**config.mk**
```make
export PLATFORM = sky130hd
export DESIGN_NAME = ifu
export DESIGN_NICKNAME = d
export VERILOG_FILES = /design/src/rtl/ifu.sv
export SDC_FILE = /design/constraint.sdc
export NUM_CORES = 1
export LEC_CHECK = 0
export ABC_AREA = 1
export CAP_MARGIN = 20
export CORE_MARGIN = 2
export CORE_UTILIZATION = 49
export CTS_CLUSTER_SIZE = 14
export DETAILED_ROUTE_END_ITERATION = 8
export HOLD_SLACK_MARGIN = 0.02
export PLACE_DENSITY = 0.88
export SLEW_MARGIN = 25
export SYNTH_ARGS = -nofsm -noshare
export SYNTH_HDL_FRONTEND = slang
export SYNTH_SLANG_ARGS = --single-unit
```
**constraint.sdc**
```tcl
create_clock -name clk -period 2.9 [get_ports clk]
set_clock_uncertainty 0.2 [all_clocks]
set_input_delay 0.58 -clock clk [delete_from_list [all_inputs] [get_ports clk]]
set_output_delay 0.58 -clock clk [all_outputs]
set_load 0.01 [all_outputs]
```
**src/rtl/ifu.sv**
```systemverilog
`default_nettype none
// ============================================================================
// Module   : ifu
// Brief    : Instruction fetch unit. Owns the PC, issues one word read at a
//            time to instruction memory and hands each word to decode.
// Revision : 1.0 - initial release
// ============================================================================
module ifu #(
    parameter logic [31:0] RESET_PC = 32'h8000_0000
) (
    input  logic        clk,
    input  logic        rst_n,
    output logic        imem_req_valid,
    input  logic        imem_req_ready,
    output logic [31:0] imem_req_addr,
    input  logic        imem_rsp_valid,
    input  logic [31:0] imem_rsp_data,
    output logic        inst_valid,
    input  logic        inst_ready,
    output logic [31:0] inst,
    output logic [31:0] inst_pc,
    input  logic        redirect_valid,
    input  logic [31:0] redirect_pc,
    output logic        halted
);

    localparam logic [1:0]  c_ST_REQ  = 2'd0;
    localparam logic [1:0]  c_ST_WAIT = 2'd1;
    localparam logic [1:0]  c_ST_HOLD = 2'd2;
    localparam logic [1:0]  c_ST_HALT = 2'd3;
    localparam logic [31:0] c_EBREAK  = 32'h0010_0073;

    logic [1:0]  r_state;
    logic [31:0] r_pc;
    logic        r_discard;
    logic [31:0] r_inst;
    logic [31:0] r_inst_pc;

    logic [1:0]  w_state_nxt;
    logic [31:0] w_pc_nxt;
    logic        w_discard_nxt;
    logic        w_load_inst;
    logic [31:0] w_redirect_pc;

    assign w_redirect_pc = {redirect_pc[31:2], 2'b00};

    always_comb begin
        w_state_nxt   = r_state;
        w_pc_nxt      = r_pc;
        w_discard_nxt = r_discard;
        w_load_inst   = 1'b0;
        case (r_state)
            c_ST_REQ: begin
                if (redirect_valid) begin
                    w_pc_nxt = w_redirect_pc;
                    // The request already on the bus carries the old PC.
                    if (imem_req_ready) begin
                        w_state_nxt   = c_ST_WAIT;
                        w_discard_nxt = 1'b1;
                    end
                end else if (imem_req_ready) begin
                    w_state_nxt = c_ST_WAIT;
                end
            end
            c_ST_WAIT: begin
                if (redirect_valid) begin
                    w_pc_nxt = w_redirect_pc;
                    if (imem_rsp_valid) begin
                        w_state_nxt   = c_ST_REQ;
                        w_discard_nxt = 1'b0;
                    end else begin
                        w_discard_nxt = 1'b1;
                    end
                end else if (imem_rsp_valid) begin
                    w_state_nxt   = r_discard ? c_ST_REQ : c_ST_HOLD;
                    w_discard_nxt = 1'b0;
                    w_load_inst   = ~r_discard;
                end
            end
            c_ST_HOLD: begin
                if (redirect_valid) begin
                    w_pc_nxt    = w_redirect_pc;
                    w_state_nxt = c_ST_REQ;
                end else if (inst_ready) begin
                    if (r_inst == c_EBREAK) begin
                        w_state_nxt = c_ST_HALT;
                    end else begin
                        w_pc_nxt    = r_pc + 32'd4;
                        w_state_nxt = c_ST_REQ;
                    end
                end
            end
            c_ST_HALT: begin
                w_state_nxt = c_ST_HALT;
            end
            default: begin
                w_state_nxt = c_ST_REQ;
            end
        endcase
    end

    always_ff @(posedge clk) begin
        if (!rst_n) begin
            r_state   <= c_ST_REQ;
            r_pc      <= RESET_PC;
            r_discard <= 1'b0;
            r_inst    <= 32'd0;
            r_inst_pc <= 32'd0;
        end else begin
            r_state   <= w_state_nxt;
            r_pc      <= w_pc_nxt;
            r_discard <= w_discard_nxt;
            if (w_load_inst) begin
                r_inst    <= imem_rsp_data;
                r_inst_pc <= r_pc;
            end
        end
    end

    assign imem_req_valid = (r_state == c_ST_REQ) & rst_n;
    assign imem_req_addr  = r_pc;
    assign inst_valid     = (r_state == c_ST_HOLD);
    assign inst           = r_inst;
    assign inst_pc        = r_inst_pc;
    assign halted         = (r_state == c_ST_HALT);

endmodule
`default_nettype wire
```
==> impl_metrics.yaml <==
critical_path:
  worstSetupEndpointType: "output pin"
  ff2ff_path_depth: 11
  cp.arrival_ns: 1.79
  path_class: "reg -> out"
  cp_max_fo: 11
  r2r_slack_ns: 0.66
  startpoint_type: "flop"
  crit_required_ns: 2.12
global_routing:
  grt_pass1_vias: 4487
  overflow: 0
  grt_usage: 0.246
  grt_pass1_wl_um: 20900
  grt_max_degree: 92
  antenna_found_initial: 0
floorplan:
  die_w_um: 103
  io_pins: 169
  coreArea_mm2: 0.00959
  initial_core_util: 0.498
  die-area_mm2: 0.0106
  die_h_um: 103
  num_rows: 36
yosys:
  yosys.cell_count.top_type: "nand2_1"
  synth_edf_count: 0
  syn-cell-area_mm2: 0.00478
  synth-adder-area-share: 0.00262
  syn_area_per_cell_um2: 6.29
  ys_types: 28
  yosys_warnings: 0
  synth_top_family_by_area: "simple AND/OR/NAND/NOR gates"
  synth_top_area_share: 0.398
  ys_seq_area_frac: 0.398
  synth_top_area_cell: "dfxtp_1"
  synth_xor_area_frac: 0.00917
  synth-compound-area-share: 0.135
  synth_cells: 759
  synth.area.top_cells: "dfxtp_1, nand2_1, nor2_1"
  synthMuxAreaShare: 0
  synth_common_cells: "nand2_1, nor2_1, dfxtp_1, o21ai_0, inv_1"
  synth-simple-area-share: 0.368
  synth-seq-cells: 95
  yosys_most_used_dff: "dfxtp_1"
  async_reset_ff_frac: 0
place:
  dp_hpwl_um: 9540
  place_congestion: 0.876
  numPortBuffers: 162
clock_network:
  postCtsSetupRepairBufs: 0
  htreeDepth: 3
  cts_buffer_depth: 2
  cts_made_buffers: 9
  clk_latency_ns: 0.36
  cts_tree: "yes"
  ctsResizeCount: 0
  cts.sinks: 95
  cts_root_buf: "clkbuf_8"
  cts_hold_buf: 0
  clkSlewWorstSetupHoldPaths_ns: 0.10
min_path:
  hold_depth: 2
  hp-class: "reg -> reg"
route:
  wl_um: 13400
  remaining_drc_errors: 0
  dr_total_vias: 5164
  viasPerCell: 4.96
  post_drt_wl_per_cell_um: 12.9
  antenna_left: 0
  drt_iter0_drc: 301
  first_pass_iters: 5
sta:
  worst_pin_slew_ns: 0.800
  slew_headroom: 0.466
  fin_crit_sh: 0.887
  hold_ws_ns: 0.271
  fmax_mhz: 389
  final.setup.tns_ns: 0
  setup_violations: 0
  slew_violations: 0
  period_minus_slack_ns: 2.57
  finalHoldViolCount: 0
  rsz0062_at_grt: "false"
final_layout:
  fill_cells: 843
  syn_to_final_growth_pct: 39.8
  layout.nets: 976
  drive_above_1_share: 0.0451
  n_antenna_cell: 0
power:
  vdd_drop_max_uv: 277
  power_leakage_nw: 2.83
  cellPowerDensity_mw_per_mm2: 441
status:
  status: "complete, no violations"
job:
  maxCapViolations: 0
==> layout make-up <==
class	instances	area, µm²	area share
repair buffers	169	1680	0.252
multi-input cells	568	2480	0.371
clock buffers	9	124	0.0185
well taps	133	166	0.0249
clock inverters	6	93.8	0.0141
flip-flops and latches	95	1900	0.285
inverters	62	233	0.0349
==> worst paths after layout <==
| kind | end | startpoint |
|---|---|---|
| min | inst[31] | inst[31] |
| min reg2reg | inst[31] | inst[31] |
| max reg2reg | imem_req_addr[30] | inst[11] |
| max | halted | r_state[0] |
==> state kept, by name, indices dropped and copies added, names as in the netlist <==
register,cells
imem_req_addr,30
inst,32
inst_pc,30
r_discard,1
r_state,2
==> placed cells by master (no fill, tap or decap), drive strengths merged <==
master	netlist	routed
a21boi	1	1
xnor2	1	1
clkinv	1	1
clkinvlp	0	3
a21oi	48	48
nand2	195	195
nand3	37	37
dfxtp	95	95
o21ai	75	75
conb	1	4
nand4	9	9
buf	17	8
or2	5	5
clkbuf	20	9
ha	1	1
nor3	5	5
nand3b	2	2
a311oi	1	1
clkdlybuf4s50	0	161
bufinv	0	2
inv	61	62
xor2	4	4
nor2	180	180
==> cell families after synthesis <==
family,count (synthesis)
adders and majority gates,1
other,1
DFF,95
buffers and inverters,99
AOI/OAI and AO/OA,125
and+or+nand+nor,433
xor gates and xnor gates,5
==> metal layers <==
layer	wire (µm)	GRT usage
met2	6210	0.388
met3	1030	0.0447
met4	237	0.0800
met5	0	0
met1	5970	0.342
==> report_power, final <==
part	switching [mW]	leakage, nW	total [mW]	internal (mW)
clock	0.480	0.0995	0.967	0.487
combinational	0.255	1.96	0.535	0.280
sequential	0.0683	0.777	1.44	1.38
total	0.803	2.83	2.95	2.14
==> through the flow <==
step                cell area (µm²)   util  setup slack (ns)  cells  total power [mW]
finish                         6680  0.696             0.329   1042              2.95
global route                   6680  0.696             0.208   1042              3.08
CTS                            6680  0.696             0.334   1042              2.96
detailed placement             6460  0.673             0.181   1027              2.00
global placement               6460  0.673             0.230   1027              2.00
floorplan                      4790      -             0.995    762              1.72
==> worst max-delay path, cell delays in order, from the launching register on <==
cell and delay (ns):
dfxtp_1 0.45, nand2_1 0.31, inv_1 0.12, clkdlybuf4s50_1 0.55
(Power assumes the default switching activity.)
